===== src/rtl/mtime_reader.sv =====
// mtime_reader: fetches one 64-bit timer sample over an AXI-lite read port.
// The low word is read first, then the high word latched by that low read.
//
// Ports:
//   clk, rst                  clock and synchronous active-high reset
//   req_valid / req_ready     client request for one sample (ready only when idle)
//   resp_valid / resp_ready   response handshake
//   resp_data [63:0]          {hi, lo}; {32'b0, lo} after a low-word error
//   resp_err                  non-OKAY rresp, or a read timed out
//   arvalid/arready/araddr    AXI-lite read address channel
//   rvalid/rready/rdata/rresp AXI-lite read data channel
//
// Parameters: BASE_ADDR (low word; high word at BASE_ADDR+4),
//             TIMEOUT_CYCLES (read-data wait limit, timeout build only).
// Build option: define MTIME_READER_TIMEOUT_EN to bound the wait for rvalid.

module mtime_reader #(
    parameter logic [31:0] BASE_ADDR      = 32'h1001_0000,
    parameter int unsigned TIMEOUT_CYCLES = 255
) (
    input  logic        clk,
    input  logic        rst,
    input  logic        req_valid,
    output logic        req_ready,
    output logic        resp_valid,
    input  logic        resp_ready,
    output logic [63:0] resp_data,
    output logic        resp_err,
    output logic        arvalid,
    input  logic        arready,
    output logic [31:0] araddr,
    input  logic        rvalid,
    output logic        rready,
    input  logic [31:0] rdata,
    input  logic [1:0]  rresp
);

    typedef enum logic [2:0] {
        IDLE,
        AR_LO,
        R_LO,
        AR_HI,
        R_HI,
        RESP
    } state_e;

    state_e      state_q, state_d;
    logic [63:0] data_q, data_d;
    logic        err_q, err_d;
    logic        timeout;

`ifdef MTIME_READER_TIMEOUT_EN
    localparam int unsigned CW = $clog2(TIMEOUT_CYCLES + 1);

    logic [CW-1:0] cnt_q, cnt_d;

    // Counts cycles spent in a read-data state; zero on entry.
    always_comb begin
        cnt_d = '0;
        if (state_q == R_LO || state_q == R_HI) begin
            cnt_d = cnt_q + CW'(1);
        end
    end

    always_ff @(posedge clk) begin
        if (rst) begin
            cnt_q <= '0;
        end else begin
            cnt_q <= cnt_d;
        end
    end

    assign timeout = (cnt_q == CW'(TIMEOUT_CYCLES));
`else
    // No limit: the read-data states wait for rvalid forever.
    assign timeout = (TIMEOUT_CYCLES == 0) && 1'b0;
`endif

    always_ff @(posedge clk) begin
        if (rst) begin
            state_q <= IDLE;
        end else begin
            state_q <= state_d;
        end
    end

    always_ff @(posedge clk) begin
        if (rst) begin
            data_q <= '0;
            err_q  <= 1'b0;
        end else begin
            data_q <= data_d;
            err_q  <= err_d;
        end
    end

    // Outputs depend only on state, so arvalid/araddr cannot move
    // while an address phase waits for arready.
    always_comb begin
        state_d    = state_q;
        data_d     = data_q;
        err_d      = err_q;
        req_ready  = 1'b0;
        resp_valid = 1'b0;
        arvalid    = 1'b0;
        rready     = 1'b0;
        araddr     = BASE_ADDR;
        unique case (state_q)
            IDLE: begin
                req_ready = 1'b1;
                if (req_valid) begin
                    data_d  = '0;
                    err_d   = 1'b0;
                    state_d = AR_LO;
                end
            end
            AR_LO: begin
                arvalid = 1'b1;
                if (arready) begin
                    state_d = R_LO;
                end
            end
            R_LO: begin
                rready = 1'b1;
                if (rvalid) begin
                    data_d = {32'b0, rdata};
                    err_d  = (rresp != 2'b00);
                    // An errored low word ends the transaction early.
                    state_d = (rresp != 2'b00) ? RESP : AR_HI;
                end else if (timeout) begin
                    err_d   = 1'b1;
                    state_d = RESP;
                end
            end
            AR_HI: begin
                arvalid = 1'b1;
                araddr  = BASE_ADDR + 32'd4;
                if (arready) begin
                    state_d = R_HI;
                end
            end
            R_HI: begin
                rready = 1'b1;
                if (rvalid) begin
                    data_d[63:32] = rdata;
                    err_d         = (rresp != 2'b00);
                    state_d       = RESP;
                end else if (timeout) begin
                    err_d   = 1'b1;
                    state_d = RESP;
                end
            end
            RESP: begin
                resp_valid = 1'b1;
                if (resp_ready) begin
                    state_d = IDLE;
                end
            end
            default: begin
                state_d = IDLE;
            end
        endcase
    end

    assign resp_data = data_q;
    assign resp_err  = err_q;

endmodule


===== config.mk =====
export PLATFORM = sky130hd
export DESIGN_NAME = mtime_reader
export DESIGN_NICKNAME = d
export VERILOG_FILES = /design/src/rtl/mtime_reader.sv
export SDC_FILE = /design/constraint.sdc
export NUM_CORES = 1
export LEC_CHECK = 0
export BUFFER_PORTS_ARGS = -buffer_cell sky130_fd_sc_hd__buf_2
export CORE_MARGIN = 4
export CORE_UTILIZATION = 25
export CTS_BUF_LIST = sky130_fd_sc_hd__clkbuf_16
export DETAILED_ROUTE_END_ITERATION = 10
export GPL_TIMING_DRIVEN = 0
export PLACE_DENSITY_LB_ADDON = 0.2
export SLEW_MARGIN = 20
export SYNTH_ARGS = -nofsm -noshare
export SYNTH_HDL_FRONTEND = slang
export SYNTH_SLANG_ARGS = --single-unit
export TNS_END_PERCENT = 30

===== constraint.sdc =====
create_clock -name clk -period 1.92 [get_ports clk]
set_input_delay 0.096 -clock clk [delete_from_list [all_inputs] [get_ports clk]]
set_output_delay 0.096 -clock clk [all_outputs]
set_load 0.01 [all_outputs]

==> impl_metrics.tcl <==
set metrics [dict create \
    status "finished, final reports clean" \
    clockBufferDepth 2 \
    min_path_cells 3 \
    netlist.top_cell.by_area "dfxtp_1" \
    hold_start "rdata[30]" \
    drv_slew 0 \
    finalSetupTns_ns 0 \
    routed_via_density 4.077 \
    area_growth_pct 36.62 \
    gp_congestion 0.8013 \
    period_needed_ns 1.679 \
    drv_cap 0 \
    arrival_ns 1.93 \
    r2r-end "resp_data[16]$_SDFFE_PP0P_" \
    p_leak_nw 1.973 \
    synth_flop_cell "dfxtp_1" \
    endpoint_kind "flop" \
    diodes 0 \
    ctsResizeCount 0 \
    cts_tree "done" \
    synth_area_leaders "dfxtp_1 44%, nand2_1 12%, mux2i_1 11%" \
    cts_hold_buf 0 \
    rsz0062_at_grt "no" \
    cp_num_buf_inv 1 \
    ys_types 34 \
    wl_per_cell_um 12.97 \
    hold_slack_ns 0.02817 \
    pwr_density_cell_mw_per_mm2 1095 \
    dpl.hpwl_um 6888 \
    drc 0 \
    synth_commonest_cells "98 x nand2_1, 68 x dfxtp_1, 35 x mux2i_1" \
    grt_overflow 0 \
    synth-async-reset-ratio_pct 0 \
    yosysMostFrequentCell "nand2_1" \
    hold_violations 0 \
    layout-drive-gt1-share_pct 35.17 \
    dieArea_sq_mm 0.01424 \
    numPortBuffers 109 \
    wl_um 8781 \
    vdd_drop_max_mv 0.5321 \
    grt_max_degree 11 \
    fin_nets 546 \
    start_kind "flop" \
    clock-sinks 68 \
    ctsRootBufferMaster "clkbuf_16" \
    ios 141 \
    syn-instance-count 357 \
    numCtsBuffers 9 \
    path_class "flop to flop" \
    worstPathMaxFanout 10 \
    grt_antenna_before_repair 0 \
    r2r-start "state_q[2]$_SDFFE_PP0P_" \
    holdPathEnd "resp_data[62]$_SDFFE_PP0P_" \
    clock.fmax_mhz 595.6 \
    cts_htree_levels 3 \
    synth_top_cell_area_share_pct 43.92 \
    path_delay_family "simple AND/OR/NAND/NOR gates" \
    slowest_stage "nor2_1" \
    rows 40 \
    grt_pass1_vias 2663 \
    r2r_cells 5 \
    clk_pin_slew_ns 0.05 \
    vias 2760 \
    drtPass1Iterations 4 \
    dr.first_iter.drc_count 128 \
    syn_area_sq_mm 0.003099 \
    required_ns 2.17 \
    critPathMaxStageDelay_ns 0.41 \
    clock_latency_ns 0.33 \
    track_usage_pct 12.28 \
    seq_area_frac_synth_pct 43.92 \
    postCtsSetupBuffers 0 \
    synth_edf_count 0 \
    hold_class "primary input to flop" \
    die_h_um 119.3 \
    syn_avg_cell_area_sq_um 8.681 \
    core_area_sq_mm 0.01206 \
    setup_violations 0 \
    initial_core_util_pct 25.70 \
    ys_warn_count 0 \
    crit_chain "nand2b_1 -> nor2_1 -> buf_2 -> nand3_1 -> a21oi_1" \
    finalCritPeriodShare_pct 87.44 \
    grt_pass1_wl_um 13830 \
    worst-r2r-setup-slack_ns 0.24 \
    startpoint "state_q[2]$_SDFFE_PP0P_" \
    postRouteAntennaNets 0 \
    die_w_um 119.3 \
    clock-skew-final_ns 0.007975 \
    fill_cells 1294 \
    ys_ff_latch 68 \
]
report_power, final:
part	leakage, nW	internal (mW)	switching, mW	total [mW]
logic	1.29	0.665	0.837	1.50
registers	0.549	1.51	0.0673	1.58
clock network	0.131	0.972	0.580	1.55
total	1.97	3.15	1.48	4.64
metal layers:
metal  track usage [%]  part of all wire [%]  vias up
met3             2.944                   5.7       15
met5                 0                     0        -
met1             15.83                    46     1235
met2             19.39                    47       83
li1                  -                     -     1427
met4             5.583                   1.8        0
tightest hold or removal path, delay by kind of cell:
| family | cells | cell delay [ns] |
|---|---|---|
| buffers and inverters | 1 | 0.10 |
| and+or+nand+nor | 1 | 0.05 |
| muxes | 1 | 0.05 |
state kept, by name, indices dropped and copies added, names as in the netlist:
| name | count |
|---|---|
| resp_data | 64 |
| state_q | 3 |
| resp_err | 1 |
area by class of cell:
cell class / count / area, sq um / area share [%]
Clock buffer: 9 / 225.2 / 5.319
Buffer: 57 / 440.4 / 10.40
Timing Repair Buffer: 109 / 545.5 / 12.88
Tap cell: 168 / 210.2 / 4.965
Sequential cell: 68 / 1361 / 32.15
Multi-Input combinational cell: 257 / 1391 / 32.86
Inverter: 4 / 15.01 / 0.3546
Clock inverter: 5 / 45.04 / 1.064
logic make-up (layout without fill, tap and decap cells):
kind of cell | Yosys count | after routing | share of synthesized area, %
simple gates | 146 | 146 | 20.79
flops | 68 | 68 | 43.92
buf+inv | 61 | 184 | 14.69
compound gates | 43 | 43 | 8.317
mux | 37 | 37 | 12.03
other cells | 2 | 31 | 0.2423
cell usage in the layout (no fill, tap or decap), types with 2 or more instances in the layout:
cell,n
buf_4,32
buf_12,3
inv_1,3
clkbuf_1,6
dfxtp_1,68
a21oi_1,34
nand3_1,32
nand2_1,98
clkbuf_16,9
buf_6,6
buf_2,119
nor2_1,4
mux2_2,2
clkinv_1,5
mux2i_1,35
nor3_1,2
conb_1,31
nand2b_1,2
worst max-delay path by stage:
| stage | cells after the start | endpoint |
|---|---|---|
| global route | 6 | resp_data[8]$_SDFFE_PP0P_ |
| floorplan | 5 | resp_err$_SDFFE_PP0P_ |
| detailed placement | 6 | resp_data[16]$_SDFFE_PP0P_ |
| finish | 5 | resp_data[16]$_SDFFE_PP0P_ |
| CTS | 6 | resp_data[16]$_SDFFE_PP0P_ |
| global placement | 6 | resp_data[12]$_SDFFE_PP0P_ |
stage by stage:
step / util (%) / instance area [sq um] / std cells / power (mW) / setup slack, ns
after floorplan: - / 3208 / 386 / 2.734 / 0.4793
after global placement: 32.86 / 3964 / 663 / 3.111 / 0.2856
after detailed placement: 32.86 / 3964 / 663 / 3.125 / 0.2485
after CTS: 35.10 / 4234 / 677 / 4.696 / 0.2293
after global routing: 35.10 / 4234 / 677 / 4.906 / 0.09417
final: 35.10 / 4234 / 677 / 4.636 / 0.2411
Note: power is estimated with default switching activity, not from simulation.
